`src/rtl/serial_subtract_ctrl.sv`:
```
// Bit-serial subtractor controller: computes a - b - bin one bit per clock,
// LSB first, through a single full-subtractor cell.
//
// Ports:
//   clk    - clock, all state updates on rising edge
//   rst_n  - asynchronous active-low reset
//   start  - request a subtraction (accepted only while ready)
//   a, b   - minuend / subtrahend, captured with start
//   bin    - borrow-in, captured with start
//   ack    - result consumed (honoured only while done)
//   ready  - high in IDLE
//   busy   - high in RUN
//   done   - high in DONE
//   diff   - completed difference, held until the next completed run
//   bout   - completed borrow-out
module serial_subtract_ctrl #(
    parameter int unsigned WIDTH = 8
) (
    input  logic             clk,
    input  logic             rst_n,
    input  logic             start,
    input  logic [WIDTH-1:0] a,
    input  logic [WIDTH-1:0] b,
    input  logic             bin,
    input  logic             ack,
    output logic             ready,
    output logic             busy,
    output logic             done,
    output logic [WIDTH-1:0] diff,
    output logic             bout
);

    // Counter must hold WIDTH-1 without wrapping.
    localparam int unsigned CNT_W = $clog2(WIDTH) + 1;

    localparam logic [1:0] IDLE = 2'd0;
    localparam logic [1:0] RUN  = 2'd1;
    localparam logic [1:0] DONE = 2'd2;

    logic [1:0]       state;
    logic [1:0]       state_next;
    logic [WIDTH-1:0] a_sh;
    logic [WIDTH-1:0] b_sh;
    logic [WIDTH-1:0] r_sh;
    logic             brw;
    logic [CNT_W-1:0] cnt;

    logic             ai_c;
    logic             bi_c;
    logic             d_c;
    logic             brw_next_c;
    logic             last_bit_c;

    // Full-subtractor cell operating on the current LSBs of the operand shifters.
    assign ai_c       = a_sh[0];
    assign bi_c       = b_sh[0];
    assign d_c        = ai_c ^ bi_c ^ brw;
    assign brw_next_c = (~ai_c & bi_c) | (~(ai_c ^ bi_c) & brw);
    assign last_bit_c = (cnt == CNT_W'(WIDTH - 1));

    // State register.
    always_ff @(posedge clk or negedge rst_n) begin
        if (!rst_n) begin
            state <= IDLE;
        end else begin
            state <= state_next;
        end
    end

    // Next-state logic.
    always_comb begin
        state_next = state;
        case (state)
            IDLE: begin
                if (start) begin
                    state_next = RUN;
                end
            end
            RUN: begin
                if (last_bit_c) begin
                    state_next = DONE;
                end
            end
            DONE: begin
                // ack wins; a simultaneous start is dropped since ready is low.
                if (ack) begin
                    state_next = IDLE;
                end
            end
            default: state_next = IDLE;
        endcase
    end

    // Status flags registered from the next state so they track state exactly.
    always_ff @(posedge clk or negedge rst_n) begin
        if (!rst_n) begin
            ready <= 1'b1;
            busy  <= 1'b0;
            done  <= 1'b0;
        end else begin
            ready <= (state_next == IDLE);
            busy  <= (state_next == RUN);
            done  <= (state_next == DONE);
        end
    end

    // Serial datapath: operands shift right, result bits enter from the MSB end.
    always_ff @(posedge clk or negedge rst_n) begin
        if (!rst_n) begin
            a_sh <= '0;
            b_sh <= '0;
            r_sh <= '0;
            brw  <= 1'b0;
            cnt  <= '0;
            diff <= '0;
            bout <= 1'b0;
        end else begin
            if (state == IDLE && start) begin
                a_sh <= a;
                b_sh <= b;
                r_sh <= '0;
                brw  <= bin;
                cnt  <= '0;
            end else if (state == RUN) begin
                a_sh <= {1'b0, a_sh[WIDTH-1:1]};
                b_sh <= {1'b0, b_sh[WIDTH-1:1]};
                r_sh <= {d_c, r_sh[WIDTH-1:1]};
                brw  <= brw_next_c;
                cnt  <= cnt + CNT_W'(1);
                // Publish only a completed result.
                if (last_bit_c) begin
                    diff <= {d_c, r_sh[WIDTH-1:1]};
                    bout <= brw_next_c;
                end
            end
        end
    end

endmodule

```
`config.mk`:
```
export PLATFORM = sky130hd
export DESIGN_NAME = serial_subtract_ctrl
export DESIGN_NICKNAME = d
export VERILOG_FILES = /design/src/rtl/serial_subtract_ctrl.sv
export SDC_FILE = /design/constraint.sdc
export NUM_CORES = 1
export LEC_CHECK = 0
export CORE_MARGIN = 2
export CORE_UTILIZATION = 58
export CTS_BUF_LIST = sky130_fd_sc_hd__clkbuf_2 sky130_fd_sc_hd__clkbuf_4 sky130_fd_sc_hd__clkbuf_8
export DETAILED_ROUTE_END_ITERATION = 8
export PLACE_DENSITY = 0.95
export REMOVE_ABC_BUFFERS = 1
export SYNTH_ARGS = -nofsm -noshare
export SYNTH_HDL_FRONTEND = slang
export SYNTH_SLANG_ARGS = --single-unit
export TNS_END_PERCENT = 5
```
`constraint.sdc`:
```
create_clock -name clk -period 3.4 [get_ports clk]
set_input_delay 0.68 -clock clk [delete_from_list [all_inputs] [get_ports clk]]
set_output_delay 0.68 -clock clk [all_outputs]
set_load 0.05 [all_outputs]
```
-- Word level (Yosys, flattened, before mapping)
Index checks and enable logic that the tools add are counted.
W data, S select, Z words.
- register bits after elaboration: 43
- logic and storage cells: 44
- add/subtract/negate cells: 1
- equality and inequality tests: 5
- bitwise logic cells: 8
- multiplexer cells: 14
- reductions and logical operators: 5
- operators with widths (cell ; count):
    $mux W8 ; 6
    $mux W4 ; 2
    $mux W2 ; 3
    $pmux W2 S3 ; 1
    $add A4 B1 Y4 const B ; 1
    $eq A2 B1 Y1 const B ; 2
    $eq A2 B2 Y1 const B ; 2
    $eq A4 B3 Y1 const B ; 1
    $logic_not A2 Y1 ; 2
    $not A1 Y1 ; 3
    $reduce_and A3 Y1 ; 1
    $and A1 B1 Y1 ; 2
    $mux W1 ; 2
    $reduce_bool A2 Y1 ; 1
    $xor A1 B1 Y1 ; 2
    $logic_and A1 B1 Y1 ; 1
    $or A1 B1 Y1 ; 1

-- Longest topological paths before layout
Gate-level depths: netlist of the first run.
- word-level depth: 6
- gate-level depth with buffers: 6
- gate-level depth less buffers: 5

-- Worst setup path after synthesis of the first run
OpenSTA, ideal clock, no wires.
- kind: reg2reg
- start point: register state[1]
- end point: register diff[0]
- path buffers: 2
- period minus slack after synthesis: 1.442 ns
- data required time: 3.275 ns
- arrival time: 1.317 ns
- slack: 1.958 ns
- cell stages (with the launch flop): 6
- cells stage by stage: dfrtp_1 > nand2b_1 > buf_4 > nor3_4 > buf_6 > mux2_2
- cells in the longest elaborated chain, start to end: 4
- elaborated cells between the ends (all ways): 5
- those cells by class: eq/ne (1); bitwise (1); reduce/logical (3)
- RTL lines (item ; RTL line ; text):
    start: declaration ; 40 ; logic [1:0] state;
    start signal: assignment ; 66 ; state <= state_next;
    $logic_not A2 Y1 ; 118 ; if (state == IDLE && start) begin
    $logic_and A1 B1 Y1 ; 118 ;
    $not A1 Y1 (no source line) ; -- ;
    $reduce_and A3 Y1 (no source line) * ; -- ;
    end signal: assignment ; 132 ; diff <= {d_c, r_sh[WIDTH-1:1]};
    end: declaration ; 29 ; output logic [WIDTH-1:0] diff,
Mark *: on every way between the ends. The rest lies on a longest branch, timed or not.
A chain may end at the register's enable or synchronous reset.

-- Worst setup path after layout of the first run
- start point: register ready
- end point: output port ready
- RTL lines (item ; RTL line ; text):
    start: declaration ; 26 ; output logic ready,
    start signal: assignment ; 101 ; ready <= (state_next == IDLE);
No word-level cell between the ends.

==> results of run 1 <==
power by group:
group / switching, uW / internal, uW
Sequential: 143 / 717
Clock: 157 / 152
Combinational: 555 / 378
path summary, 6_finish.rpt:
check / from / to / slack, ns / depth (start not counted)
max: ready$_DFF_PN1_ / ready / 1.06 / 1
min in group clk: diff[5]$_DFFE_PN0P_ / diff[5]$_DFFE_PN0P_ / 0.52 / 1
max in group asynchronous: rst_n / a_sh[7]$_DFFE_PN0P_ / 2.42 / 1
min: rst_n / brw$_DFFE_PN0P_ / 0.44 / 1
min reg2reg: diff[5]$_DFFE_PN0P_ / diff[5]$_DFFE_PN0P_ / 0.52 / 1
max reg2reg: state[1]$_DFF_PN0_ / diff[4]$_DFFE_PN0P_ / 1.42 / 4
layer usage:
| metal | part of all wire [%] | track usage (%) | vias up |
|---|---|---|---|
| li1 | - | - | 616 |
| met3 | 6.1 | 5.84 | 8 |
| met4 | 2.0 | 9.52 | 0 |
| met1 | 42 | 24.5 | 592 |
| met5 | 0 | 0 | - |
| met2 | 50 | 36.3 | 48 |
per-stage QoR:
step / util [%] / instance area, um2
after floorplan: - / 1760
after global placement: 70.7 / 2140
after detailed placement: 70.7 / 2140
after CTS: 73.3 / 2220
after global routing: 73.3 / 2220
final: 73.3 / 2220
placed cells by master (no fill, tap or decap), drive strengths merged:
master         synthesis  final
dfrtp                 41     41
nand2                 35     35
clkdlybuf4s50          0     31
o21ai                 25     25
mux2i                 14     14
mux2                   9      9
clkbuf                 1      5
nor2                   4      4
nand2b                 4      4
nor2b                  3      3
inv                    3      3
buf                   10      3
a21o                   2      2
a21oi                  2      2
a22oi                  2      2
o22ai                  2      2
clkinv                 0      2
nor3                   1      1
nor3b                  1      1
o21bai                 1      1
nand4                  1      1
a22o                   1      1
fa                     1      1
ha                     1      1
bufinv                 0      1
dfstp                  1      1
state kept, by name, indices dropped and copies added (netlist names):
name and cells:
busy 1, done 1, cnt 4, bout 1, a_sh 8, brw 1
state 2, b_sh 8, r_sh 7, diff 8, ready 1
area by class of cell:
type	count	area share [%]
clock buffers	5	1.69
clock inverters	3	1.80
inverters	3	0.507
multi-input cells	109	31.2
flip-flops and latches	42	47.4
well taps	44	2.48
repair buffers	34	14.9
cells by family after synthesis:
group | share of synthesized area [%]
compound gates | 10.6
fa+ha+maj | 1.79
buf+inv | 4.19
flops | 57.8
mux | 13.3
simple gates | 12.4
==> metrics.log, run 1 <==
INFO  metric post-dp-hpwl = 2280 um
INFO  metric net_count_of_the_finished_layout = 218
INFO  metric die_height = 60.0 um
INFO  metric clock_sinks = 42
INFO  metric crit_path_leading_delay_family = buffers and inverters
INFO  metric mappedNetlistArea = around 1800 um2
INFO  metric wirelength = 3200 um
INFO  metric synth_edf_count = 0
INFO  metric period_utilisation_layout = 68.9%
INFO  metric p_per_area = about 950 nW/um2
INFO  metric ioPinCount = 33
INFO  metric cp_slowest_cell = sky130_fd_sc_hd__clkdlybuf4s50_1
INFO  metric synthArstFlopShare = 100%
INFO  metric drc = 0
INFO  metric dp_cells = approximately 230
INFO  metric cp_cell_sequence = clkdlybuf4s50_1
INFO  metric worst_skew_pair.late_latency = 0.35 ns
INFO  metric synthToLayoutAreaGrowth = 21.8%
INFO  metric finalNonFillerCells = 240
INFO  metric cts-resized-gates = 0
INFO  metric synth_flop_cell = sky130_fd_sc_hd__dfrtp_1
INFO  metric synth_largest_area_cell = sky130_fd_sc_hd__dfrtp_1
INFO  metric timing.hold.ws = 0.436 ns
INFO  metric holdCritPathClass = input port to async pin
INFO  metric ys_top_cells_by_count = 41 x sky130_fd_sc_hd__dfrtp_1, 35 x sky130_fd_sc_hd__nand2_1, 25 x sky130_fd_sc_hd__o21ai_0, 14 x sky130_fd_sc_hd__mux2i_1, 9 x sky130_fd_sc_hd__mux2_2
INFO  metric timing.critical_path.fanout_max = 1
INFO  metric grt_first_pass_wirelength = 5430 um
INFO  metric ys_ff_latch = 42
INFO  metric floorplan.rows = 20
INFO  metric slew-limit-headroom = 41.5%
INFO  metric grt_max_degree = 43
INFO  metric status = complete, no violations
INFO  metric number_of_antenna_diodes = 0
INFO  metric finalWeightedCongestion = 0.873
INFO  metric seq_area = 1050 um2
INFO  metric post-synth-top-count-cell = sky130_fd_sc_hd__dfrtp_1
INFO  metric io_buffer_count = 32
INFO  metric power_consumption = 2100 uW
INFO  metric grt_pass1_vias = 1274
INFO  metric netlist.area_leader.share = roughly 56%
INFO  metric timing.setup.tns = 0 ns
INFO  metric antenna_left = 0
INFO  metric synth_cell_type_count = 25
INFO  metric postCtsHoldBufs = 0
INFO  metric clockBufferDepth = 2
INFO  metric drtPass1Iterations = 4
INFO  metric cts_tree = yes
INFO  metric worstSetupPathType = register to primary output
INFO  metric grt.total_usage = a little over a fifth
INFO  metric layout-drive-gt1-share = 11.7%
INFO  metric cp_data_required_time = 2.72 ns
INFO  metric max_incr_delay_on_cp = slightly below 0.8 ns
INFO  metric vdd_drop_max = around 0.00053 V
INFO  metric grt_antenna_before_repair = 0
INFO  metric worst_setup_hold_path_clk_slew = 0.12 ns
INFO  metric initial_core_util = 60.2%
INFO  metric worst_clock_skew = approximately 0.008 ns
INFO  metric vias_per_cell = 5.27
INFO  metric synth-warning-count = 0
INFO  metric leakagePower = 0.000976 uW
INFO  metric cts-buffers-inserted = 5
INFO  metric grt_setup_unrepaired = false
INFO  metric maximum_frequency_from_static_timing_analysis = 427 MHz
INFO  metric detailedPlace.worstSlack = around 1.3 ns
INFO  metric synth.avg_cell_area = 11.0 um2
INFO  metric first_iter_violations = 68
INFO  metric core_region_area = 3030 um2
INFO  metric critical_path.n_buffers_inverters = 1
INFO  metric post_cts.repair.setup_buffers = 0
INFO  metric hold_violations = 0
INFO  metric tightestPinTransition = a little under 0.9 ns
INFO  metric cts_root_buf = sky130_fd_sc_hd__clkbuf_4
INFO  metric cp-start-kind = register
INFO  metric final_critical_path_setup_slack = 1.06 ns
INFO  metric report.final.setup_viol = 0
INFO  metric syn_inst = 165
INFO  metric setup.worst_path.end_class = primary output
INFO  metric final-max-slew-violation-count = 0
INFO  metric cts_htree_levels = 2
INFO  metric wl_per_cell = ~13 um
INFO  metric synth_seq_area_share = 57.8%
INFO  metric ys_top_cells_by_area = sky130_fd_sc_hd__dfrtp_1 56%, sky130_fd_sc_hd__mux2i_1 7.7%, sky130_fd_sc_hd__nand2_1 7.2%
INFO  metric detailroute.via_count = 1264
INFO  metric maxCapViolations = 0
INFO  metric overflow = 0
INFO  metric multi_input_area = 693 um2
INFO  metric final_period_minus_worst_setup_slack = 2.34 ns
INFO  metric worst-endpoint-arrival = 1.66 ns
INFO  metric dieWidth = 60.0 um
INFO  metric die_ar = around 3600 um2
INFO  metric fillers = 221
(Power assumes the default switching activity.)
==> inputs of run 2 (changes only) <==
--- a/config.mk
+++ b/config.mk
@@ -6,10 +6,10 @@
 export NUM_CORES = 1
 export LEC_CHECK = 0
 export CORE_MARGIN = 2
-export CORE_UTILIZATION = 58
+export CORE_UTILIZATION = 54
 export CTS_BUF_LIST = sky130_fd_sc_hd__clkbuf_2 sky130_fd_sc_hd__clkbuf_4 sky130_fd_sc_hd__clkbuf_8
 export DETAILED_ROUTE_END_ITERATION = 8
-export PLACE_DENSITY = 0.95
+export PLACE_DENSITY = 0.9
 export REMOVE_ABC_BUFFERS = 1
 export SYNTH_ARGS = -nofsm -noshare
 export SYNTH_HDL_FRONTEND = slang
==> constraint.sdc (replaced) <==
create_clock -name clk -period 2.27 [get_ports clk]
set_input_delay 0.454 -clock clk [delete_from_list [all_inputs] [get_ports clk]]
set_output_delay 0.454 -clock clk [all_outputs]
set_load 0.05 [all_outputs]
==> metrics.log, run 2 (synthesis results as in run 1) <==
INFO  metric status = complete, no violations
INFO  metric die_ar = 3850 um2 (+6.9%)
INFO  metric wl_per_cell = 13.4 um (+0.53%)
INFO  metric power.share.switching = 41.5% (+0.89 points)
INFO  metric postCtsHoldBufs = 0 (unchanged)
INFO  metric setup.worst_path.end_class = primary output
INFO  metric net-switching-power = 1290 uW (+51%)
INFO  metric clock_sinks = 42 (unchanged)
INFO  metric maximum_frequency_from_static_timing_analysis = 471 MHz
INFO  metric grt_pass1_vias = 1202 (-5.7%)
INFO  metric drc = 0 (unchanged)
INFO  metric holdCritPathClass = input port to async pin
INFO  metric critical_path.n_buffers_inverters = 1 (unchanged)
INFO  metric mostFrequentLayoutCells = 41 x sky130_fd_sc_hd__dfrtp_1, 35 x sky130_fd_sc_hd__nand2_1, 31 x sky130_fd_sc_hd__clkdlybuf4s50_1
INFO  metric seq_area = 1050 um2 (unchanged)
INFO  metric leakagePower = 0.000975 uW (-0.11%)
INFO  metric post_cts.repair.setup_buffers = 0 (unchanged)
INFO  metric grt_max_degree = 43 (unchanged)
INFO  metric period_utilisation_layout = 93.5%
INFO  metric cts_tree = yes
INFO  metric fillers = 260 (+18%)
INFO  metric first_iter_violations = 72 (+5.9%)
INFO  metric slew-limit-headroom = 40.3% (-1.2 points)
INFO  metric cp_slowest_cell = sky130_fd_sc_hd__clkdlybuf4s50_1
INFO  metric vdd_drop_max = 0.000647 V (+21%)
INFO  metric grt_first_pass_wirelength = 5070 um (-6.6%)
INFO  metric worstSetupPathType = register to primary output
INFO  metric place_area = 2160 um2 (+0.76%)
INFO  metric antenna_left = 0 (unchanged)
INFO  metric cts_htree_levels = 2 (unchanged)
INFO  metric overflow = 0 (unchanged)
INFO  metric timing.critical_path.fanout_max = 1 (unchanged)
INFO  metric cts_root_buf = sky130_fd_sc_hd__clkbuf_4
INFO  metric multi_input_area = 699 um2 (+0.90%)
INFO  metric net_count_of_the_finished_layout = 219 (+0.46%)
INFO  metric max_incr_delay_on_cp = 0.78 ns (about the same)
INFO  metric cp_cell_sequence = clkdlybuf4s50_1
INFO  metric report.final.setup_viol = 0 (unchanged)
INFO  metric grt.total_usage = 19.1% (-2.0 points)
INFO  metric dp_cells = 235 (+1.3%)
INFO  metric detailroute.via_count = 1290 (+2.1%)
INFO  metric cp_data_required_time = 1.82 ns (-0.90 ns)
INFO  metric p_per_area = 1400 nW/um2 (+48%)
INFO  metric initial_core_util = 55.5% (-4.7 points)
INFO  metric wirelength = 3250 um (+1.8%)
INFO  metric maxCapViolations = 0 (unchanged)
INFO  metric cp-start-kind = register
INFO  metric timing.setup.tns = 0 ns (unchanged)
INFO  metric final_period_minus_worst_setup_slack = 2.12 ns
INFO  metric clockBufferDepth = 2 (unchanged)
INFO  metric io_buffer_count = 32 (unchanged)
INFO  metric floorplan.rows = 21 (+5.0%)
INFO  metric largest_registers_ranked_by_flip_flop_count = a_sh (8), b_sh (8), diff (8)
INFO  metric final-max-slew-violation-count = 0 (unchanged)
INFO  metric dieWidth = 62.1 um (+3.4%)
INFO  metric sequential_share_of_power = 41.5% (+0.6 points)
INFO  metric number_of_antenna_diodes = 0 (unchanged)
INFO  metric finalWeightedCongestion = 0.804 (-7.9%)
INFO  metric vias_per_cell = 5.31 (+0.80%)
INFO  metric worst_setup_hold_path_clk_slew = 0.11 ns (about the same)
INFO  metric tightestPinTransition = 0.896 ns (+0.0185 ns)
INFO  metric die_height = 62.1 um (+3.4%)
INFO  metric worst_skew_pair.late_latency = 0.36 ns (about the same)
INFO  metric hold_violations = 0 (unchanged)
INFO  metric synthToLayoutAreaGrowth = 22.0%
INFO  metric grt_setup_unrepaired = false
INFO  metric crit_path_leading_delay_family = buffers and inverters
INFO  metric post-dp-hpwl = 2230 um (-2.3%)
INFO  metric finalNonFillerCells = 243 (+1.3%)
INFO  metric final_common_cell = sky130_fd_sc_hd__dfrtp_1
INFO  metric share_comb_of_total_power = 45.8% (+1.4 points)
INFO  metric pwr-share-clk = 12.7% (-2.0 points)
INFO  metric worst-endpoint-arrival = 1.67 ns (about the same)
INFO  metric grt_antenna_before_repair = 0 (unchanged)
INFO  metric final_design_area_no_fill = 2220 um2 (+0.11%)
INFO  metric layout-drive-gt1-share = 12.2% (+0.45 points)
INFO  metric ioPinCount = 33 (unchanged)
INFO  metric cts-buffers-inserted = 5 (unchanged)
INFO  metric cts-resized-gates = 0 (unchanged)
INFO  metric internal_power = 1820 uW (+46%)
INFO  metric drtPass1Iterations = 4 (unchanged)
INFO  metric core_region_area = 3280 um2 (+8.5%)
INFO  metric power_consumption = 3110 uW (+48%)
INFO  metric worst_clock_skew = 0.00925 ns (+0.00124 ns)
==> run 2: changes by cell type in the layout (fill, tap and decap cells not counted), sizes merged <==
cell,previous run,this run
clkinv,2,1
bufinv,1,0
buf,3,4
clkbuf,5,7
==> run 2: path summary, 6_finish.rpt <==
check	endpoint	start	slack (ns)	depth (start not counted)
setup / recovery	ready	ready$_DFF_PN1_	0.15	1
hold / removal	b_sh[0]$_DFFE_PN0P_	rst_n	0.21	1
setup reg to reg	diff[2]$_DFFE_PN0P_	state[1]$_DFF_PN0_	0.45	3
hold reg to reg	diff[7]$_DFFE_PN0P_	diff[7]$_DFFE_PN0P_	0.52	1
max in group asynchronous	state[0]$_DFF_PN0_	rst_n	1.51	1
min in group clk	diff[7]$_DFFE_PN0P_	diff[7]$_DFFE_PN0P_	0.52	1
==> run 2: power by group through the flow <==
stage,sequential [uW],combinational [uW],clock (uW)
2_1_floorplan,1600,663,0
3_3_place_gp,1290,1380,0
3_5_place_dp,1310,1440,0
4_1_cts,1290,1440,406
5_1_grt,1340,1560,436
6_report,1290,1430,397
==> run 2: final cells by class <==
type	instances	share of cell area [%]
inverters	3	0.507
clock buffers	7	2.65
well taps	46	2.59
multi-input cells	109	31.5
flip-flops and latches	42	47.4
repair buffers	35	15.2
clock inverters	1	0.225
==> run 2: through the flow <==
step	setup WS [ns]	hold slack [ns]	utilization (%)
floorplan	0.140	0.158	-
global placement	0.465	0.489	65.7
detailed placement	0.433	0.495	65.7
CTS	0.137	0.221	67.7
global route	0.100	0.273	67.7
finish	0.148	0.210	67.7
==> run 2: layer usage <==
layer  track usage (%)  share of wire (%)  vias to the layer above
met4              11.6                2.1                        0
met3              4.97                5.1                        7
met1              21.6                 44                      625
li1                  -                  -                      623
met2              32.3                 49                       35
met5                 0                  0                        -
